`src/rtl/fetch_pkg.sv`:
```
// fetch_pkg: encodings and fetch state shared by the fetch and decode/control stages
package fetch_pkg;
    localparam logic [31:0] NOP = 32'h0000_0015;
    localparam logic [5:0] OP_J    = 6'h02;
    localparam logic [5:0] OP_JAL  = 6'h03;
    localparam logic [5:0] OP_BEQZ = 6'h04;
    localparam logic [5:0] OP_BNEZ = 6'h05;
    localparam logic [5:0] OP_TRAP = 6'h11;
    localparam logic [5:0] OP_LB   = 6'h20;
    localparam logic [5:0] OP_LH   = 6'h21;
    localparam logic [5:0] OP_LW   = 6'h23;
    localparam logic [5:0] OP_LBU  = 6'h24;
    localparam logic [5:0] OP_LHU  = 6'h25;
    typedef enum logic [1:0] {BOOT, RUN, HALT} fetch_state_t;
endpackage

```
`src/rtl/fetch_stage_if_id_reg.sv`:
```
// if_id_reg: IF/ID pipeline register with bubble insertion
module if_id_reg
    import fetch_pkg::*;
#(
    parameter logic [31:0] RESET_PC  = 32'h0000_0000,
    parameter logic [31:0] NOP_INSTR = NOP
) (
    input  logic        clk,
    input  logic        reset,
    input  logic        bubble,
    input  logic [0:31] instr_d,
    input  logic [31:0] pc4_d,
    input  logic        kill_d,
    output logic [0:31] instr,
    output logic [31:0] pc_plus_four,
    output logic        should_be_killed
);
    always_ff @(posedge clk) begin
        if (reset) begin
            instr            <= NOP_INSTR;
            pc_plus_four     <= RESET_PC + 32'd4;
            should_be_killed <= 1'b1;
        end else begin
            instr            <= bubble ? NOP_INSTR : instr_d;
            pc_plus_four     <= pc4_d;
            should_be_killed <= bubble | kill_d;
        end
    end
endmodule

```
`src/rtl/fetch_stage.sv`:
```
// fetch_stage: PC, next-PC selection and BOOT/RUN/HALT control feeding IF/ID
module fetch_stage
    import fetch_pkg::*;
#(
    parameter logic [31:0] RESET_PC  = 32'h0000_0000,
    parameter logic [31:0] NOP_INSTR = NOP
) (
    input  logic        clk,
    input  logic        reset,
    output logic [31:0] imem_addr,
    input  logic [0:31] imem_data,
    input  logic        imem_ready,
    input  logic        branch,
    input  logic [31:0] new_pc,
    input  logic        stall,
    input  logic        kill_next,
    input  logic        halt,
    output logic [0:31] instr,
    output logic [31:0] pc_plus_four,
    output logic        should_be_killed,
    output logic        halted,
    output logic [31:0] fetch_count,
    output logic [31:0] bubble_count
);
    fetch_state_t state, state_next;
    logic [31:0] pc, pc_next, pc4;
    logic run, bubble, killed;
    always_ff @(posedge clk) begin
        if (reset) state <= BOOT;
        else state <= state_next;
    end
    always_comb begin
        state_next = state == BOOT ? RUN : (state == RUN && halt) ? HALT : state;
    end
    always_comb begin
        pc4     = pc + 32'd4;
        run     = state == RUN;
        bubble  = !run || !imem_ready;
        killed  = bubble || kill_next;
        halted  = state == HALT;
        pc_next = !run ? pc : branch ? new_pc : (stall || !imem_ready) ? pc : pc4;
    end
    always_ff @(posedge clk) begin
        if (reset) begin
            pc           <= RESET_PC;
            fetch_count  <= '0;
            bubble_count <= '0;
        end else begin
            pc           <= pc_next;
            fetch_count  <= fetch_count + {31'b0, !killed};
            bubble_count <= bubble_count + {31'b0, killed};
        end
    end
    assign imem_addr = pc;
    if_id_reg #(.RESET_PC(RESET_PC), .NOP_INSTR(NOP_INSTR)) u_if_id (
        .clk              (clk),
        .reset            (reset),
        .bubble           (bubble),
        .instr_d          (imem_data),
        .pc4_d            (pc4),
        .kill_d           (kill_next),
        .instr            (instr),
        .pc_plus_four     (pc_plus_four),
        .should_be_killed (should_be_killed)
    );
endmodule

```
`config.mk`:
```
export PLATFORM = sky130hd
export DESIGN_NAME = fetch_stage
export DESIGN_NICKNAME = d
export VERILOG_FILES = /design/src/rtl/fetch_pkg.sv /design/src/rtl/fetch_stage_if_id_reg.sv /design/src/rtl/fetch_stage.sv
export SDC_FILE = /design/constraint.sdc
export NUM_CORES = 1
export LEC_CHECK = 0
export ABC_CLOCK_PERIOD_IN_PS = 2500
export CAP_MARGIN = 25
export CORE_AREA = 5 5 137 139
export CTS_CLUSTER_SIZE = 14
export DETAILED_ROUTE_END_ITERATION = 8
export DIE_AREA = 0 0 142 144
export PLACE_DENSITY = 0.72
export SLEW_MARGIN = 20
export SYNTH_ARGS = -nofsm -noshare
export SYNTH_HDL_FRONTEND = slang
export SYNTH_HIERARCHICAL = 1
export SYNTH_SLANG_ARGS = --single-unit
```
`constraint.sdc`:
```
create_clock -name clk -period 2.5 [get_ports clk]
set_input_delay 0.375 -clock clk [delete_from_list [all_inputs] [get_ports clk]]
set_output_delay 0.375 -clock clk [all_outputs]
set_load 0.005 [all_outputs]
```
==> reports/results.tsv <==
stage	metric	value	unit
clock_tree	cts_tree	built	
finish	postLayoutCoreUtil	0.594	
power_and_ir_drop	irDropWorstVdd	0.000450	V
floorplan	die_w	142	um
power_and_ir_drop	p_int	4.46	mW
floorplan	row_count	49	
synth	yosys_warnings	6	
global_routing	grt_pass1_wl	32100	um
synth	synth_edf_count	0	
clock_tree	htreeDepth	4	
critical_path	crit_fanout	8	
finish	drive_above_1_share	0.118	
timing	fin_ws	180	ps
finish	diodes	0	
global_routing	antenna_found_initial	0	
timing	tns	0	ps
floorplan	dieArea	0.0204	mm^2
placement	io_buffers	232	
placement	place_ws	-140	ps
job	maxCapViolCount	0	
synth	netlist_area	0.00711	mm^2
power_and_ir_drop	leakage	3.78	nW
timing	hold_viol_final	0	
global_routing	first_global_vias	6131	
synth	syn-instance-count	780	
power_and_ir_drop	clkPwrFrac	0.428	
timing	hold-worst-slack	384	ps
drt	wire_per_inst	15.9	um
timing	slew_headroom	0.640	
drt	drt-total-wl	20100	um
placement	place_inst	1229	
critical_path	crit_path_top_delay_cell	or4_4	
critical_path	slowest_delay	560	ps
power_and_ir_drop	power_switching	1.37	mW
finish	layout_commonest_cell	clkdlybuf4s50_1	
drt	first_iter_violations	363	
finish	fin_cells	1261	
clock_tree	clockBufferDepth	2	
synth	seq_area_frac_synth	0.459	
hold_path	hold_class	in2reg	
finish	layout.cells.most_common_list	clkdlybuf4s50_1, dfxtp_1, nor2_1	
clock_tree	clkLatencyLatePin	410	ps
placement	gp_congestion	0.845	
finish	areaGrowthSynthToFinish	46.5	%
global_routing	grt_usage	0.194	
power_and_ir_drop	power.total	5.84	mW
power_and_ir_drop	power_frac_seq	0.469	
clock_tree	cts_post_setup_buffers_inserted	0	
timing	clock_skew	8.14	ps
timing	period_minus_slack	2320	ps
critical_path	cp_data_arrival_time	2600	ps
synth	synthFlopType	dfxtp_1	
placement	dpl_cell_area	0.00981	mm^2
drt	num_vias	6409	
synth	async_flop_share	0	
timing	post-route-period-util	0.928	
global_routing	grt_max_degree	65	
placement	post-dp-hpwl	14800	um
power_and_ir_drop	switching_share	0.235	
finish	layout.nets	1096	
clock_tree	clk_pin_slew	70	ps
synth	syn-num-nets	856	
timing	rsz0062_at_grt	false	
timing	fmax	431	MHz
floorplan	core_region_area	0.0175	mm^2
synth	ys_ff_latch	163	
floorplan	die_h	144	um
timing	worst-slew-pin-transition	535	ps
critical_path	crit_path_start_kind	flop	
drt	dr.pass1.iters	5	
clock_tree	clock-sinks	163	
clock_tree	cts_buffers	17	
critical_path	cp.required	2780	ps
finish	final_area	0.0104	mm^2
power_and_ir_drop	p_comb_frac	0.103	
clock_tree	cts_root_buffer	clkbuf_16	
global_routing	grt_overflow	0	
drt	drtAntennaViolNets	0	
critical_path	path_class	reg2reg	
critical_path	end_kind	flop	
critical_path	path_cells	nand3_2 > or4_4 > buf_4 > nor4_1 > mux2i_1 > o22ai_1	
floorplan	start_util	0.405	
floorplan	ios	233	
synth	syn_area_per_cell	9.11	um^2
status	outcome	complete, no violations	
synth	synthDistinctLibCells	56	
timing	final_max_slew_viol_count	0	
power_and_ir_drop	power.density	561	mW/mm^2
timing	setup_viol	0	
drt	avgViaCountPerCell	5.08	
drt	route.detailed.drc	0	
[sequential cells by signal (all words and copies together), names as in the netlist]
register and cells:
bubble_count 32, fetch_count 32, imem_addr 32, u_if_id/instr 32, u_if_id/pc_plus_four 32, state 2
u_if_id/should_be_killed 1
[Yosys cell counts (all sizes together) (5+ instances only)]
cell / instances / area [um^2]
dfxtp: 163 / 3260
nor2: 88 / 330
nand2: 55 / 206
xor2: 46 / 403
nand3: 43 / 225
nor2b: 42 / 263
xnor2: 33 / 289
clkbuf: 32 / 120
nor3b: 32 / 385
a21oi: 27 / 135
o21ai: 27 / 135
nand4: 21 / 159
buf: 19 / 118
nor3: 18 / 90.1
and3: 17 / 108
or3: 17 / 111
inv: 11 / 41.3
a31oi: 10 / 62.6
a22oi: 9 / 67.6
nor4: 8 / 56.3
and4: 7 / 61.3
a22o: 6 / 52.6
mux2i: 6 / 60.1
ha: 5 / 62.6
o31ai: 5 / 37.5
or2: 5 / 31.3
[routing by layer]
metal | wire (um) | GRT usage
met5 | 0 | 0
met1 | 8770 | 0.253
met4 | 242 | 0.0530
met3 | 1580 | 0.0552
met2 | 9480 | 0.316
[power by group through the flow]
stage,registers [mW],clock network (mW),logic (mW)
3_5_place_dp,2.79,0,0.607
3_3_place_gp,2.79,0,0.602
6_report,2.74,2.50,0.604
5_1_grt,2.75,2.68,0.661
4_1_cts,2.74,2.57,0.611
2_1_floorplan,2.79,0,0.263
[logic make-up after synthesis]
| logic type | count (synthesis) | share of synthesized area |
|---|---|---|
| XOR/XNOR | 79 | 0.0973 |
| adder cells (fa/ha/maj) | 5 | 0.00880 |
| buffers and inverters | 62 | 0.0393 |
| AO/OA/AOI/OAI | 102 | 0.0903 |
| flip-flops | 163 | 0.459 |
| AND/OR/NAND/NOR | 363 | 0.297 |
| multiplexers | 6 | 0.00845 |
[what timing repair did]
item                                    in CTS  in global routing
endpoints found under the setup margin       0                 12
gates resized for setup                      0                  7
hold buffers                                 0                  0
[worst max-delay path: cells and delay by family (launching register included)]
kind | cells | cell delay [ps]
AO/OA/AOI/OAI | 1 | 90
buffers and inverters | 1 | 190
flip-flops | 1 | 480
multiplexers | 1 | 240
AND/OR/NAND/NOR | 3 | 1160
[final cells by class]
cell class | count | area [um^2]
inverters | 11 | 41.3
repair buffers | 272 | 2660
multi-input cells | 555 | 3590
clock inverters | 11 | 104
clock buffers | 20 | 467
fillers | 1594 | 7120
flip-flops and latches | 163 | 3260
well taps | 229 | 287
[worst paths after layout]
check | start | end | slack [ps] | cells after the start
worst max-delay path | imem_addr[8] | imem_addr[24] | 180 | 6
worst min-delay path | reset | imem_addr[14] | 380 | 2
worst max register to register | imem_addr[8] | imem_addr[24] | 180 | 6
worst min register to register | imem_addr[1] | imem_addr[1] | 490 | 2
Power figures use the tool's default switching activity.
